<file path="config.mk">
export PLATFORM = sky130hd
export DESIGN_NAME = data_mem_arbiter
export DESIGN_NICKNAME = d
export VERILOG_FILES = /design/src/rtl/data_mem_arbiter.sv
export SDC_FILE = /design/constraint.sdc
export NUM_CORES = 1
export LEC_CHECK = 0
export BUFFER_PORTS_ARGS = -buffer_cell sky130_fd_sc_hd__buf_2
export CORE_MARGIN = 5
export CORE_UTILIZATION = 39
export CTS_CLUSTER_DIAMETER = 60
export DETAILED_ROUTE_END_ITERATION = 8
export PLACE_DENSITY = 0.87
export REMOVE_ABC_BUFFERS = 1
export SKIP_CTS_REPAIR_TIMING = 1
export SLEW_MARGIN = 20
export SYNTH_ARGS = -nofsm -noshare
export SYNTH_HDL_FRONTEND = slang
export SYNTH_SLANG_ARGS = --single-unit
</file>
<file path="constraint.sdc">
create_clock -name clk -period 1.5 [get_ports clk]
set_clock_uncertainty 0.05 [all_clocks]
set_input_delay 0.225 -clock clk [delete_from_list [all_inputs] [get_ports clk]]
set_output_delay 0.225 -clock clk [all_outputs]
set_load 0.005 [all_outputs]
</file>
<file path="src/rtl/data_mem_arbiter.sv">
// data_mem_arbiter: round-robin req/ack arbiter that shares one memory port between two requesters.
// Each transaction gets one ACCESS cycle; read data is registered back on a one-cycle ack.
module data_mem_arbiter #(
  parameter int ADDR_W = 8,
  parameter int DATA_W = 8
) (
  input  logic              clk,
  input  logic              reset,
  input  logic              r0_req,
  input  logic              r0_we,
  input  logic [ADDR_W-1:0] r0_addr,
  input  logic [DATA_W-1:0] r0_wdata,
  output logic              r0_ack,
  output logic [DATA_W-1:0] r0_rdata,
  input  logic              r1_req,
  input  logic              r1_we,
  input  logic [ADDR_W-1:0] r1_addr,
  input  logic [DATA_W-1:0] r1_wdata,
  output logic              r1_ack,
  output logic [DATA_W-1:0] r1_rdata,
  output logic              mem_we,
  output logic [ADDR_W-1:0] mem_addr,
  output logic [DATA_W-1:0] mem_wdata,
  input  logic [DATA_W-1:0] mem_rdata
);
  typedef enum logic [1:0] {IDLE, ACCESS, RESP} state_t;
  state_t state, state_nx;
  logic owner, owner_nx, last, last_nx, elig0, elig1, win, grant, access;
  // In RESP the owner's req still belongs to the finished transaction, so only the other side may win
  always_comb begin
    access   = state == ACCESS;
    elig0    = r0_req && (state == IDLE || (state == RESP && owner));
    elig1    = r1_req && (state == IDLE || (state == RESP && !owner));
    win      = (elig0 && elig1) ? !last : elig1;
    grant    = !access && (elig0 || elig1);
    state_nx = access ? RESP : (grant ? ACCESS : IDLE);
    owner_nx = grant ? win : owner;
    last_nx  = grant ? win : last;
    mem_we    = access && (owner ? r1_we : r0_we);
    mem_addr  = access ? (owner ? r1_addr : r0_addr) : '0;
    mem_wdata = access ? (owner ? r1_wdata : r0_wdata) : '0;
  end
  always_ff @(posedge clk or posedge reset) begin
    if (reset) begin
      state    <= IDLE;
      owner    <= 1'b0;
      last     <= 1'b1;
      r0_ack   <= 1'b0;
      r1_ack   <= 1'b0;
      r0_rdata <= '0;
      r1_rdata <= '0;
    end else begin
      state  <= state_nx;
      owner  <= owner_nx;
      last   <= last_nx;
      r0_ack <= access && !owner;
      r1_ack <= access && owner;
      if (access && !owner) r0_rdata <= mem_rdata;
      if (access && owner) r1_rdata <= mem_rdata;
    end
  end
endmodule

</file>
Word-level counts from Yosys, hierarchy flattened

Cells that the tools add are included.

Bits in registers: 22
Latch bits: 0
Bits in writable memories: 0
Memory bits (read-only): 0
Logic and storage cells: 33
Memories: 0

Add/sub/neg operators: 0
Multipliers: 0
Div/mod/pow operators: 0
$lt $le $gt $ge: 0
Eq/ne operators: 2
Shifts and indexed selects: 0
Multiplexer cells: 8
Bitwise operators: 0
Reductions and logical operators: 16

Operators by type and width:

| operator             | number |
|---|---|
| $mux W8              | 4 |
| $logic_and A1 B1 Y1  | 9 |
| $logic_not A1 Y1     | 3 |
| $logic_or A1 B1 Y1   | 3 |
| $mux W1              | 3 |
| $eq A2 B1 Y1 const B | 1 |
| $eq A2 B2 Y1 const B | 1 |
| $logic_not A2 Y1     | 1 |
| $mux W2              | 1 |

Logic depth before layout (Yosys ltp)

Depth after elaboration: 8
Depth in mapped cells: 5

Least setup slack after synthesis

Ideal clock, no wire load.

Kind: register to register
From: register state[1]
To: register r0_rdata[0]
Library setup time: 125 ps
Arrival time: 1153 ps
Data required time: 1325 ps
Setup slack: 171 ps
Stages on the path, launching flop included: 5
Period minus slack after synthesis: 1329 ps
Path through: dfrtp_1 nand2b_1 buf_6 nor2_8 mux2_4

Cells in the longest elaborated chain, start to end: 2

RTL lines:

| element                | line | source |
|---|---|---|
| start, declared        | 27   | `state_t state, state_nx;` |
| start signal, assigned | 53   | `state <= state_nx;` |
| $eq A2 B1 Y1           | 31   | `access = state == ACCESS;` |
| $logic_and A1 B1 Y1    | 58   | `if (access && !owner) r0_rdata <= mem_rdata;` |
| end signal, assigned   | 58   |  |
| end, declared          | 14   | `output logic [DATA_W-1:0] r0_rdata,` |

Every way passes these cells.
A chain may end at the register's enable or synchronous reset.

Worst setup path after layout

From: register owner
To: output port mem_wdata[2]

Cells in the longest elaborated chain, start to end: 2

RTL lines:

| element                | line | source |
|---|---|---|
| start, declared        | 28   | `logic owner, owner_nx, last, last_nx, elig0, elig1, win, grant, access;` |
| start signal, assigned | 54   | `owner <= owner_nx;` |
| $mux W8 (2 in series)  | 41   | `mem_wdata = access ? (owner ? r1_wdata : r0_wdata) : '0;` |
| end, declared          | 23   | `output logic [DATA_W-1:0] mem_wdata,` |

Every way passes these cells.

==> results.txt <==
----------------------------------------------------
[Status]
  Run status ... finished, violations left
  Violations in the final reports ... negative setup slack

[Synth]
  Register area share after synthesis ... 0.4560
  Number of warnings reported in the yosys synthesis log ... 0
  Synth cell types ... 19
  Cell Area, Synth ... 1210 µm²
  Number of standard cells after synthesis ... 96
  Syn_area_per_cell ... 12.60 µm²
  Synth Register Bits ... 22
  Portion of synthesized cell area occupied by the leading cell type ... 0.4343
  Ranking of synthesized cells by area ... sky130_fd_sc_hd__dfrtp_1 (43%), sky130_fd_sc_hd__mux2_4 (20%), sky130_fd_sc_hd__mux2i_1 (15%), sky130_fd_sc_hd__nor2_1 (6.5%), sky130_fd_sc_hd__buf_6 (2.8%)
  Library cell occupying the most area in the post-synthesis netlist ... sky130_fd_sc_hd__dfrtp_1

[Final layout]
  Area growth syn-to-layout ... 48.60%
  Area of the multi-input gates ... 604.3 µm²
  Filler-free cell count of the finished design ... 219
  Fraction of layout instances using a drive strength above 1 ... 0.6290
  Seq. cell area ... 553.0 µm²
  Final net count ... 233
  Antenna cells ... 0
  Filler Cells Inserted ... 245

[Global route]
  First-pass GRT wire length ... 4554 µm
  GRT overflow ... 0
  Vias in the first global route ... 1061
  Number of antenna violations at the first check in global routing ... 0
  Maximum number of pins on one net before global-route repair ... 23
  Aggregate global-route resource usage ... 0.1342

[Timing]
  Worst Hold Slack ... 0.1121 ns
  Final-report max-slew violation count ... 0
  Setup slack of the critical path after layout ... -0.08833 ns
  Unrepaired setup endpoints after global routing ... true
  Period utilisation layout ... 1.059
  Time the worst path needs with I/O delays and setup ... 1.588 ns
  Least-Margin Pin Slew ... 0.4191 ns
  Headroom to the max-slew limit ... 0.7203
  Final setup violation count ... 17
  F_max ... 629.6 MHz
  Final number of hold-violating endpoints ... 0

[Setup path]
  Depth of the most critical reg-to-reg path ... 4
  Arrival time reported for the critical path endpoint ... 1.31 ns
  Critical Path Fanout Max ... 6
  Worst EP required ... 1.22 ns
  Critical Path End Type ... primary output
  Type of the worst setup path ... register to primary output
  Category of the worst setup path launch point ... register

[Power]
  Total leakage power ... 1.031 nW
  PnR Total Power ... 3.569 mW
  Pwr dens ... 1985 nW/µm²
  Worst VDD drop ... 0.001005 V

[Floorplanning]
  Y dimension of the die ... 65.70 µm
  Standard-cell rows ... 20
  Overall die area ... 4316 µm²
  Width of the die ... 65.70 µm
  Core footprint ... 3003 µm²
  I/O pin count ... 81
  Starting Density ... 0.4029

[Clocking]
  Clock latency on the worst-skew pair ... 0.30 ns
  Clock Tree Buf Depth ... 2
  Sinks on Clock Net ... 22
  CTS tree ... yes
  Number of buffers created by CTS ... 3
  Clock edge transition at the registers on the reported setup and hold paths ... 0.12 ns
  Clock H-tree levels ... 1
  CTS root buffer ... sky130_fd_sc_hd__clkbuf_4

[Routing]
  Number of detailed-routing iterations run before antenna repair ... 4
  Initial DRC count ... 37
  Wire length after detailed routing ... 2940 µm
  Via/cell ratio ... 4.712
  DRC viols ... 0
  Antenna-violating nets left ... 0
  Total vias in the final route ... 1032
  Routed wire per std cell ... 13.42 µm

[Place]
  Cells after DPL ... 209
  IO Port Bufs ... 80
  Routability congestion estimate from global placement ... 0.7533
  Total half-perimeter wirelength after legalization and detailed placement ... 2224 µm

[Worst hold path]
  Min-Delay Path Depth ... 2
  Hold Crit Class ... primary input to register

[Job]
  Max-cap violations ... 0

----------------------------------------------------
-- where the power goes --
part / switching, mW / total (mW) / internal (mW)
Clock: 0.163 / 0.311 / 0.148
Sequential: 0.189 / 1.09 / 0.905
Combinational: 0.866 / 2.16 / 1.30
-- Yosys cell counts --
cell type	instances
sky130_fd_sc_hd__dfrtp_1	21
sky130_fd_sc_hd__nor2_1	21
sky130_fd_sc_hd__mux2i_1	18
sky130_fd_sc_hd__mux2_4	16
sky130_fd_sc_hd__buf_6	3
sky130_fd_sc_hd__nand2b_1	3
sky130_fd_sc_hd__inv_1	2
sky130_fd_sc_hd__a211oi_1	1
sky130_fd_sc_hd__a21oi_1	1
sky130_fd_sc_hd__a31oi_1	1
sky130_fd_sc_hd__buf_2	1
sky130_fd_sc_hd__buf_4	1
sky130_fd_sc_hd__dfstp_2	1
sky130_fd_sc_hd__inv_8	1
sky130_fd_sc_hd__nand2_1	1
sky130_fd_sc_hd__nand2_8	1
sky130_fd_sc_hd__nor2_8	1
sky130_fd_sc_hd__nor2b_1	1
sky130_fd_sc_hd__o22ai_1	1
-- final timing paths --
path / startpoint / endpoint / slack (ns)
setup / recovery: owner$_DFFE_PP0P_ / mem_wdata[2] / -0.09
hold / removal: mem_rdata[1] / r1_rdata[1]$_DFFE_PP0P_ / 0.11
setup reg to reg: state[1]$_DFF_PP0_ / r0_rdata[7]$_DFFE_PP0P_ / 0.08
min in group asynchronous: reset / r0_rdata[1]$_DFFE_PP0P_ / 0.39
hold reg to reg: r1_rdata[3]$_DFFE_PP0P_ / r1_rdata[3]$_DFFE_PP0P_ / 0.47
max in group asynchronous: reset / r1_rdata[3]$_DFFE_PP0P_ / 0.49
-- state kept, by name, summed over array words and instances (netlist names) --
| signal | count |
|---|---|
| state | 2 |
| last | 1 |
| owner | 1 |
| r0_rdata | 8 |
| r1_rdata | 8 |
| r1_ack | 1 |
| r0_ack | 1 |
-- kinds of logic (layout without fill, tap and decap cells) --
family	Yosys count	count (layout)	synth area share
AO/OA/AOI/OAI	4	4	0.02069
flip-flops	22	22	0.4561
multiplexers	34	34	0.3475
AND/OR/NAND/NOR	28	28	0.1220
buffers and inverters	8	98	0.05377
-- per-stage QoR --
step	worst slack, ns	setup TNS [ns]	util	cell area [µm²]
detailed placement	0.008419	0	0.5513	1655
CTS	-0.3348	-5.475	0.5633	1692
global placement	0.02666	0	0.5513	1655
finish	-0.08833	-1.212	0.5988	1798
floorplan	-0.2203	-6.217	-	1164
global route	-0.1772	-2.698	0.5988	1798
-- worst max-delay path: stages (launching register included) --
cell and delay [ns]:
sky130_fd_sc_hd__dfrtp_2 0.48, sky130_fd_sc_hd__buf_12 0.15, sky130_fd_sc_hd__mux2i_2 0.21, sky130_fd_sc_hd__nor2_1 0.05
sky130_fd_sc_hd__buf_2 0.12
-- layout by cell type, fill, tap and decap left out, types with 2 or more instances in the layout --
master,instances
sky130_fd_sc_hd__clkbuf_16,2
sky130_fd_sc_hd__dfrtp_1,20
sky130_fd_sc_hd__clkbuf_4,3
sky130_fd_sc_hd__mux2i_1,17
sky130_fd_sc_hd__mux2_4,16
sky130_fd_sc_hd__nand2b_1,2
sky130_fd_sc_hd__buf_2,80
sky130_fd_sc_hd__inv_1,2
sky130_fd_sc_hd__nor2_1,21
sky130_fd_sc_hd__buf_4,5
-- final cells by class --
type | instances | share of cell area
Inverter | 3 | 0.01044
Multi-Input combinational cell | 66 | 0.3361
Timing Repair Buffer | 91 | 0.3027
Sequential cell | 22 | 0.3076
Tap cell | 33 | 0.02296
Clock buffer | 4 | 0.02018
-- routing by layer --
metal,GRT usage,part of all wire
met5,0,0
met2,0.2190,0.45
met3,0.03932,0.12
met4,0.03109,0
met1,0.1742,0.44
Power figures use the tool's default switching activity.
